$ cat src/rtl/serial_add8.sv
`default_nettype none
// ============================================================================
// Module   : serial_add8
// Brief    : Bit-serial adder that computes {co,S} = A + B + cin through one
//            full-adder cell, one bit per clock, with a start/busy/done handshake.
//            Optional macro SERIAL_ADD_OVF_EN adds a signed-overflow output (ovf).
// Revision : 1.0 - initial release
// ============================================================================
module serial_add8 #(
  parameter int WIDTH = 8
) (
  input  logic             clk,
  input  logic             rst,
  input  logic             start,
  input  logic [WIDTH-1:0] A,
  input  logic [WIDTH-1:0] B,
  input  logic             cin,
  output logic [WIDTH-1:0] S,
  output logic             co,
`ifdef SERIAL_ADD_OVF_EN
  output logic             ovf,
`endif
  output logic             busy,
  output logic             done
);

  localparam int c_idx_w = (WIDTH > 2) ? $clog2(WIDTH) : 1;
  localparam logic [c_idx_w-1:0] c_last = c_idx_w'(WIDTH - 1);

  typedef enum logic [1:0] {
    ST_IDLE = 2'd0,
    ST_RUN  = 2'd1,
    ST_DONE = 2'd2
  } state_t;

  state_t             r_state;
  state_t             w_state_nxt;
  logic [WIDTH-1:0]   r_a;
  logic [WIDTH-1:0]   r_b;
  logic               r_c;
  logic [c_idx_w-1:0] r_idx;
  logic [WIDTH-1:0]   r_s;
  logic               r_co;
  logic               w_sum;
  logic               w_cout;
  logic               w_accept;
  logic               w_last;

  // Single full-adder cell working on the LSBs of the operand shift registers.
  assign w_sum    = r_a[0] ^ r_b[0] ^ r_c;
  assign w_cout   = (r_a[0] & r_b[0]) | (r_a[0] & r_c) | (r_b[0] & r_c);
  assign w_accept = start && ((r_state == ST_IDLE) || (r_state == ST_DONE));
  assign w_last   = (r_idx == c_last);

  always_ff @(posedge clk) begin
    if (rst) begin
      r_state <= ST_IDLE;
    end else begin
      r_state <= w_state_nxt;
    end
  end

  always_comb begin
    w_state_nxt = r_state;
    case (r_state)
      ST_IDLE: if (start) w_state_nxt = ST_RUN;
      ST_RUN:  if (w_last) w_state_nxt = ST_DONE;
      ST_DONE: w_state_nxt = start ? ST_RUN : ST_IDLE;
      default: w_state_nxt = ST_IDLE;
    endcase
  end

`ifdef SERIAL_ADD_OVF_EN
  logic r_ovf;
  // Signed overflow: carry into the MSB differs from carry out of it.
  always_ff @(posedge clk) begin
    if (rst) begin
      r_ovf <= 1'b0;
    end else if (w_accept) begin
      r_ovf <= 1'b0;
    end else if ((r_state == ST_RUN) && w_last) begin
      r_ovf <= r_c ^ w_cout;
    end
  end
  assign ovf = r_ovf;
`endif

  always_ff @(posedge clk) begin
    if (rst) begin
      r_a   <= '0;
      r_b   <= '0;
      r_c   <= 1'b0;
      r_idx <= '0;
      r_s   <= '0;
      r_co  <= 1'b0;
    end else if (w_accept) begin
      r_a   <= A;
      r_b   <= B;
      r_c   <= cin;
      r_idx <= '0;
      r_s   <= '0;
    end else if (r_state == ST_RUN) begin
      r_a        <= r_a >> 1;
      r_b        <= r_b >> 1;
      r_c        <= w_cout;
      r_s[r_idx] <= w_sum;
      if (w_last) begin
        r_co  <= w_cout;
        r_idx <= '0;
      end else begin
        r_idx <= r_idx + 1'b1;
      end
    end
  end

  assign S    = r_s;
  assign co   = r_co;
  assign busy = (r_state == ST_RUN);
  assign done = (r_state == ST_DONE);

endmodule
`default_nettype wire

$ cat config.mk
export PLATFORM = sky130hd
export DESIGN_NAME = serial_add8
export DESIGN_NICKNAME = d
export VERILOG_FILES = /design/src/rtl/serial_add8.sv
export SDC_FILE = /design/constraint.sdc
export NUM_CORES = 1
export LEC_CHECK = 0
export CAP_MARGIN = 30
export CORE_ASPECT_RATIO = 0.75
export CORE_MARGIN = 2
export CORE_UTILIZATION = 44
export CTS_CLUSTER_SIZE = 24
export DETAILED_ROUTE_END_ITERATION = 12
export MAX_ROUTING_LAYER = met4
export PLACE_DENSITY = 0.74
export SLEW_MARGIN = 20
export SYNTH_ARGS = -nofsm -noshare
export SYNTH_HDL_FRONTEND = slang
export SYNTH_SLANG_ARGS = --single-unit
$ cat constraint.sdc
create_clock -name clk -period 1.3 [get_ports clk]
set_input_delay 0.26 -clock clk [delete_from_list [all_inputs] [get_ports clk]]
set_output_delay 0.26 -clock clk [all_outputs]
set_load 0.05 [all_outputs]
# Word level (Yosys, flattened, before mapping)
# Cells that the tools add are included.
[totals]
output_inout_bits = 11
input_bits = 20
register_bits = 31
[op_classes]
bitwise_logic = 8
magnitude_cmp = 2
n_mux = 14
n_eq_ne = 5
addsub = 1
n_reduce_logical = 8
[op_table]
columns = ["operator", "n"]
rows = [
  ["8-bit 2-to-1 mux", 4],
  ["8-bit bitwise mux", 1],
  ["2-bit case mux with 3 select lines", 1],
  ["3-bit by 4-bit less-than comparator with 1-bit output, second input constant", 1],
  ["1-bit 2-to-1 mux", 4],
  ["2-bit 2-to-1 mux", 2],
  ["3-bit by 1-bit adder with 3-bit output, second input constant", 1],
  ["1-bit AND", 3],
  ["1-bit demux with 3-bit select", 1],
  ["3-bit == test, second input constant", 1],
  ["3-bit by 1-bit >= comparator with 1-bit output, second input constant", 1],
  ["3-bit 2-to-1 mux", 1],
  ["3-bit AND reduction", 1],
  ["2-bit by 1-bit == test with 1-bit output, second input constant", 1],
  ["2-bit == test, second input constant", 1],
  ["1-bit logical AND", 2],
  ["2-bit logical NOT", 1],
  ["2-bit by 1-bit != test with 1-bit output, second input constant", 1],
  ["2-bit != test, second input constant", 1],
  ["1-bit bitwise OR", 2],
  ["2-bit AND reduction", 1],
  ["2-bit nonzero test", 1],
  ["2-bit OR reduction", 1],
  ["1-bit bitwise XOR", 2],
  ["2 further kinds", 2],
]

# Longest topological paths before layout
# Gate-level depths: netlist of run 1.
[logic_depth]
ltp_word = 5
ltp_mapped = 6

# Worst setup path before layout of run 1
# OpenSTA, ideal clock, no wires.
[synth_path]
path_kind = "reg-to-reg"
start = "reg r_idx[1]"
end = "reg r_idx[0]"
slack_ns = 0.022
n_path_buf = 0
stages_incl_launch_ff = 5
synth_period_minus_slack_ns = 1.278
arrival_ns = 1.208
t_required_ns = 1.230
path_cell_list = "dfxtp_1 > ha_1 > ha_1 > or3_1 > a21oi_1"
[synth_between]
elab_chain_len = 2
[synth_rtl]
columns = ["item", "line", "text"]
rows = [
  ["from (decl)", "41", "logic [c_idx_w-1:0] r_idx;"],
  ["from (signal assigned)", "111", "r_idx <= r_idx + 1'b1;"],
  ["3-bit == test", "53", "assign w_last = (r_idx == c_last);"],
  ["3-bit 2-to-1 mux", "107", "if (w_last) begin"],
]
# No other way between the ends.
# A chain may end at the register's enable or synchronous reset.

# Worst setup path after layout of run 1
[layout_path]
start = "reg r_c"
end = "reg r_s[4], in the netlist S[4]"
[layout_between]
elab_chain_len = 2
[layout_rtl]
columns = ["item", "line", "text"]
rows = [
  ["from (decl)", "40", "logic r_c;"],
  ["from (signal assigned)", "99", "r_c <= cin;"],
  ["from (signal assigned)", "105", "r_c <= w_cout;"],
  ["1-bit bitwise XOR", "50", "assign w_sum = r_a[0] ^ r_b[0] ^ r_c;"],
  ["named net w_sum", "44", "logic w_sum;"],
  ["8-bit bitwise mux", "106", "r_s[r_idx] <= w_sum;"],
  ["to (signal, indexed assignment)", "106", ""],
  ["to (decl)", "42", "logic [WIDTH-1:0] r_s;"],
]
# The timed path passes the listed nets, and every way through them passes these cells.

==> impl_results.md, run 1 <==
- Initial antenna violation count: 0
- P&R area growth vs syn: 46.04%
- Drt via density: approximately 5.4
- Number of DRC markers in iteration 0: 38
- Part of the cycle the worst path needs: 0.9994
- Sequential area share after synthesis: 0.4513
- DRT antenna net count: 0
- Maxcap violations: 0
- Achievable Freq: between 700 and 800 MHz
- DRC: 0
- Routed vias: around 1300
- Max Slew Vio Count: 0
- Clock transition at path regs: 0.06 ns
- Fillers: 215
- Top cell type's share of synthesized area: 0.4513
- Largest vdd supply drop: around 0.00076 V
- Proportion of layout cells with a drive suffix above 1: 0.2320
- WP data required: ~1.5 ns
- Die X: 68.55 um
- WL per Instance: between 15 and 20 um
- # rows: 17
- Most common cell in the netlist: dfxtp_1
- Final wirelength: between 3000 and 4000 um
- ANT cells: 0
- Critical Path Sink Type: register
- Die Ht: roughly 52 um
- Synth area leader: dfxtp_1
- DP Area: 1852 um2
- Core Area: 2957 um2
- GR Overflow Total: 0
- Avg Inst Size Synth: around 8.8 um2
- TritonCTS clock tree: done
- Largest net degree at the start of global routing: 18
- Outcome: finished clean
- Worst EP arrival: ~1.5 ns
- TNS Setup: 0 ns
- First-pass GRT wire length: a little under 6000 um
- M1 WL: between 1500 and 2000 um
- Clock share of power: 0.325
- Min Tclk post-route: ~1.3 ns
- Flop and latch count out of synthesis: 31
- Final instance area: about 2000 um2
- Leak: about 0.76 nW
- Layout Nets: 218
- Seq pwr share: 0.492
- CTS max path bufs: 2
- Top post-synthesis cells by area: dfxtp_1 (45%), nand3_1 (6.9%), nand2_1 (6.6%)
- Internal power: between 1.5 and 2 mW
- # setup viols final: 0
- Starting Density: 0.4651
- Post-Syn Instances: between 150 and 200
- Top sig layer: met4
- Net Sw Frac: 0.2653
- 1st-pass router iterations: 4
- Top_reg_cell synth: dfxtp_1
- Met3 WL: ~170 um
- HPWL after detailed placement: 2329 um
- Top post-synthesis cells by count: dfxtp_1 (31), nand2_1 (24), nand3_1 (19)
- Worst slew margin: 0.7855
- Clock Latency Late Sink: about 0.28 ns
- GPL Wtd Cong: ~0.8
- Worst-Margin Slew: 0.3188 ns
- Critical-path maximum fanout: 8
- Post-Syn Area: 1375 um2
- Combinational share of power: 0.183
- Synthesized Nets: around 180
- Combined area of the multi-input logic cells: around 700 um2
- Worst setup SP type: register
- Power Density: about 1000 nW/um2
- Unrepaired setup endpoints after global routing: yes
- Asr flop ratio synth: 0
- Die area: about 3600 um2
- Clock Skew: approximately 0.002 ns
- Crit path kind: register to register
- Sink Count: 31
- Synth warnings: 0
- FF/Latch Area: 628.1 um2
- Root buf cell: clkbuf_8
- H-tree depth: 2
- # port buffers: 30
- Post-synth EDFFs: 0
- Worst Hold Slack: ~0.47 ns
- Fin. Hold Viols: 0
- Netlist cell types: 31
- Total GRT Usage: 0.2287
- Worst hold path type: register to register
- Routed wl met2: roughly 1600 um
- Vias in the first global route: approximately 1200
- Io pins: 31
- Psw: ~0.56 mW
- CTS buffer count: 5
==> cells in the final DEF (no fill, tap or decap) <==
cell type,synthesis,final
o22ai_1,3,3
a31oi_1,7,7
a22oi_1,5,4
nand2b_2,0,1
inv_4,0,1
nand3_4,0,1
ha_1,2,1
buf_12,0,13
nor2_1,3,3
a21oi_1,11,10
o21ai_1,6,6
a22oi_2,0,1
clkinv_8,0,1
clkdlybuf4s50_1,0,19
dfxtp_4,0,1
nand2_1,24,24
inv_2,1,1
nand2b_4,0,1
fa_1,1,1
nor4_1,1,1
dfxtp_1,31,27
o21ai_0,1,1
nand3b_1,2,2
clkbuf_8,0,5
nand3_1,19,18
nor3_1,7,7
nand4_1,1,1
or3_4,0,1
buf_4,5,12
and2b_1,2,2
o21a_1,1,1
mux2i_1,8,8
nor4b_4,0,1
dfxtp_2,0,3
clkbuf_1,3,1
nor2b_1,1,1
ha_2,0,1
nand4b_1,1,1
a21oi_2,0,1
==> worst paths after layout <==
path	to	start	slack, ns	depth (start not counted)
max	S[4]$_SDFFE_PP0P_	r_c$_SDFFE_PP0P_	0.0008	3
min	r_a[3]$_SDFFE_PP0P_	r_a[4]$_SDFFE_PP0P_	0.47	2
max reg2reg	S[4]$_SDFFE_PP0P_	r_c$_SDFFE_PP0P_	0.0008	3
min reg2reg	r_a[3]$_SDFFE_PP0P_	r_a[4]$_SDFFE_PP0P_	0.47	2
==> logic make-up after synthesis <==
family	share of synthesized area
fa+ha+maj	0.03275
buf+inv	0.07916
flops	0.4513
mux	0.05824
compound gates	0.1438
simple gates	0.2348
==> power by group through the flow <==
stage                     Combinational [mW]  Sequential [mW]  Clock [mW]
after CTS                              0.362             1.03       0.681
after global placement                 0.332             1.05           0
final                                  0.384             1.03       0.683
after floorplan                        0.208             1.05           0
after detailed placement               0.341             1.05           0
after global routing                   0.420             1.04       0.712
==> state kept, by name, summed over array words and instances, names as in the netlist <==
register and count:
r_idx 3, r_c 1, r_state 2, co 1, r_a 8, r_b 8
S 8
==> worst max-delay path: stages (launching register included) <==
cell     delay, ns
dfxtp_2       0.33
fa_1          0.59
nand3_4       0.13
mux2i_1       0.18
==> repair_timing <==
item / in CTS / in global routing
setup endpoints to repair: 9 / 13
hold buffers: 0 / 0
gates cloned: 1 / 0
resized for setup: 9 / 9
setup buffers: 0 / 2
endpoints found under the hold margin: 0 / 0
pin swaps: 0 / 3
==> cell type report <==
cell class / count / share of cell area
well taps: 38 / 0.02368
flip-flops and latches: 31 / 0.3128
repair inverters: 1 / 0.003115
clock buffers: 6 / 0.03614
multi-input cells: 110 / 0.3452
inverters: 2 / 0.009969
repair buffers: 44 / 0.2692
==> per-stage QoR <==
stage | cells | setup WS [ns] | total power [mW] | util
floorplan | 156 | 0.02247 | 1.258 | -
finish | 232 | 0.0008424 | 2.101 | 0.6792
global placement | 223 | -0.1040 | 1.381 | 0.6263
CTS | 230 | 0.003071 | 2.077 | 0.6623
detailed placement | 223 | -0.2247 | 1.393 | 0.6263
global route | 232 | -0.06052 | 2.171 | 0.6792
==> per-layer routing <==
layer  up-vias  global-route usage
li1        634                   -
met1       592              0.2964
met2        23              0.3558
met3         5             0.05806
met4         0             0.06000
met5         -                   -
Note: power is estimated with default switching activity, not from simulation.
==> run 2, diff against run 1 <==
Settings changed: CORE_MARGIN 2 to default.
==> run 2 against run 1 <==
Against the previous run:
- the run now ends with negative setup slack left
- hold slack worse by 0.0010 ns
- total power is 15% higher
- critical path depth stayed put
- largest cell class unchanged
==> impl_results.md, run 2 (same netlist as run 1, synthesis figures left out) <==
- Outcome: finished with violations
- Violated checks: negative setup slack
- Fillers: approximately 210
- Io pins: 31
- GPL Wtd Cong: between 0.7 and 0.8
- Largest net degree at the start of global routing: 27
- Proportion of layout cells with a drive suffix above 1: 0.2374
- Setup crit end: done
- GR Overflow Total: 0
- Worst setup SP type: register
- Worst-Margin Slew: 0.3086 ns
- Sink Count: 31
- DRC: 0
- Leak: a little over 0.8 nW
- Largest vdd supply drop: 0.0007936 V
- CTS buffer count: 5
- Worst hold path type: register to register
- P&R area growth vs syn: 50.96%
- Critical-path maximum fanout: 4
- HPWL after detailed placement: around 2300 um
- Layout Nets: 220
- Worst Setup SP: r_state[0]$_SDFFE_PP0P_
- Commonest non-fill, non-tap cell in the layout: dfxtp_1
- Reg2reg setup slack: roughly 0.03 ns
- Total chip power: 2.422 mW
- Core Area: between 2000 and 3000 um2
- Worst setup margin: -0.04359 ns
- Root buf cell: clkbuf_8
- Number of DRC markers in iteration 0: 57
- Vias in the first global route: between 1000 and 1500
- Fin. Hold Viols: 0
- Placed cell count: 223
- Clock Latency Late Sink: between 0.2 and 0.3 ns
- Worst Hold Slack: ~0.47 ns
- Finished Layout Cells: 236
- CTS max path bufs: 2
- RR Endpoint: S[0]$_SDFFE_PP0P_
- Combined area of the multi-input logic cells: slightly below 700 um2
- First-pass GRT wire length: about 6000 um
- Maxcap violations: 0
- DRT antenna net count: 0
- Final wirelength: approximately 3500 um
- Total GRT Usage: 0.2526
- Part of the cycle the worst path needs: 1.034
- ANT cells: 0
- Die X: between 60 and 70 um
- # setup viols final: 2
- 1st-pass router iterations: 4
- Worst EP arrival: approximately 1.1 ns
- Worst slew margin: 0.7924
- Unrepaired setup endpoints after global routing: yes
- Worst r2r src: r_c$_SDFFE_PP0P_
- WP data required: approximately 1.0 ns
- Initial antenna violation count: 0
- Drt via density: around 5.5
- Highest-count cells in the layout ignoring fill and taps: dfxtp_1 (28), nand2_1 (24), clkdlybuf4s50_1 (19)
- TritonCTS clock tree: done
- Achievable Freq: between 700 and 800 MHz
- Starting Density: 0.4651
- Die Ht: slightly above 50 um
- Die area: roughly 3400 um2
- Critical Path Sink Type: output pin
- WL per Instance: ~15 um
- H-tree depth: 2
- FF/Latch Area: between 600 and 700 um2
- Clock Skew: around 0.0035 ns
- Worst R2R Path Depth: 3
- Max Slew Vio Count: 0
- Crit path kind: register to output pin
- Min Tclk post-route: around 1.3 ns
- Power Density: 1167 nW/um2
- # port buffers: 30
- Clock transition at path regs: around 0.070 ns
- # rows: 17
- Routed vias: 1300
## run 2: repair_timing
| action | in CTS | in global routing |
|---|---|---|
| setup endpoints to repair | 21 | 20 |
| setup buffers | 2 | 2 |
| resized for setup | 11 | 6 |
| hold buffers | 0 | 0 |
| pin swaps | 0 | 2 |
| gates cloned | 1 | 0 |
## run 2: worst min-delay path by stage
stage	cells after the start	endpoint	from
2_1_floorplan	1	r_b[1]$_SDFFE_PP0P_	rst
3_3_place_gp	2	r_a[2]$_SDFFE_PP0P_	r_a[3]$_SDFFE_PP0P_
3_5_place_dp	2	r_a[7]$_SDFFE_PP0P_	r_a[7]$_SDFFE_PP0P_
4_1_cts	2	r_b[7]$_SDFFE_PP0P_	r_b[7]$_SDFFE_PP0P_
5_1_grt	2	r_b[6]$_SDFFE_PP0P_	r_b[7]$_SDFFE_PP0P_
6_report	2	r_a[7]$_SDFFE_PP0P_	r_a[7]$_SDFFE_PP0P_
## run 2: metal layers
layer	vias to the layer above	track usage	wire [um]	part of all wire
met4	0	0.08156	28	0.0079
li1	636	-	-	-
met1	617	0.3253	1616	0.46
met5	-	-	0	0
met3	4	0.08409	218	0.061
met2	43	0.3721	1684	0.47
## run 2: power breakdown
| group | switching [mW] | total [mW] | internal (mW) |
|---|---|---|---|
| combinational | 0.204 | 0.404 | 0.200 |
| sequential | 0.0300 | 1.03 | 1.00 |
| clock | 0.366 | 0.985 | 0.620 |
## run 2: critical path, cell delays in order, from the launching register on
cell,delay (ns)
dfxtp_2,0.32
buf_6,0.11
and2b_1,0.22
buf_12,0.14
## run 2: stage by stage
| step | worst slack [ns] | setup TNS (ns) | util | area (um2) |
|---|---|---|---|---|
| floorplan | 0.02247 | 0 | - | 1375 |
| global placement | -0.09160 | -1.569 | 0.6306 | 1864 |
| detailed placement | -0.1615 | -2.943 | 0.6306 | 1864 |
| CTS | -0.04811 | -0.06222 | 0.6911 | 2043 |
| global route | -0.06540 | -0.1888 | 0.7021 | 2076 |
| finish | -0.04359 | -0.05165 | 0.7021 | 2076 |
## run 2: cell type report
| type | instances | area share |
|---|---|---|
| repair inverters | 1 | 0.003014 |
| flip-flops and latches | 31 | 0.3008 |
| clock buffers | 6 | 0.03978 |
| multi-input cells | 110 | 0.3261 |
| well taps | 38 | 0.02291 |
| clock inverters | 2 | 0.01688 |
| repair buffers | 46 | 0.2809 |
| inverters | 2 | 0.009644 |
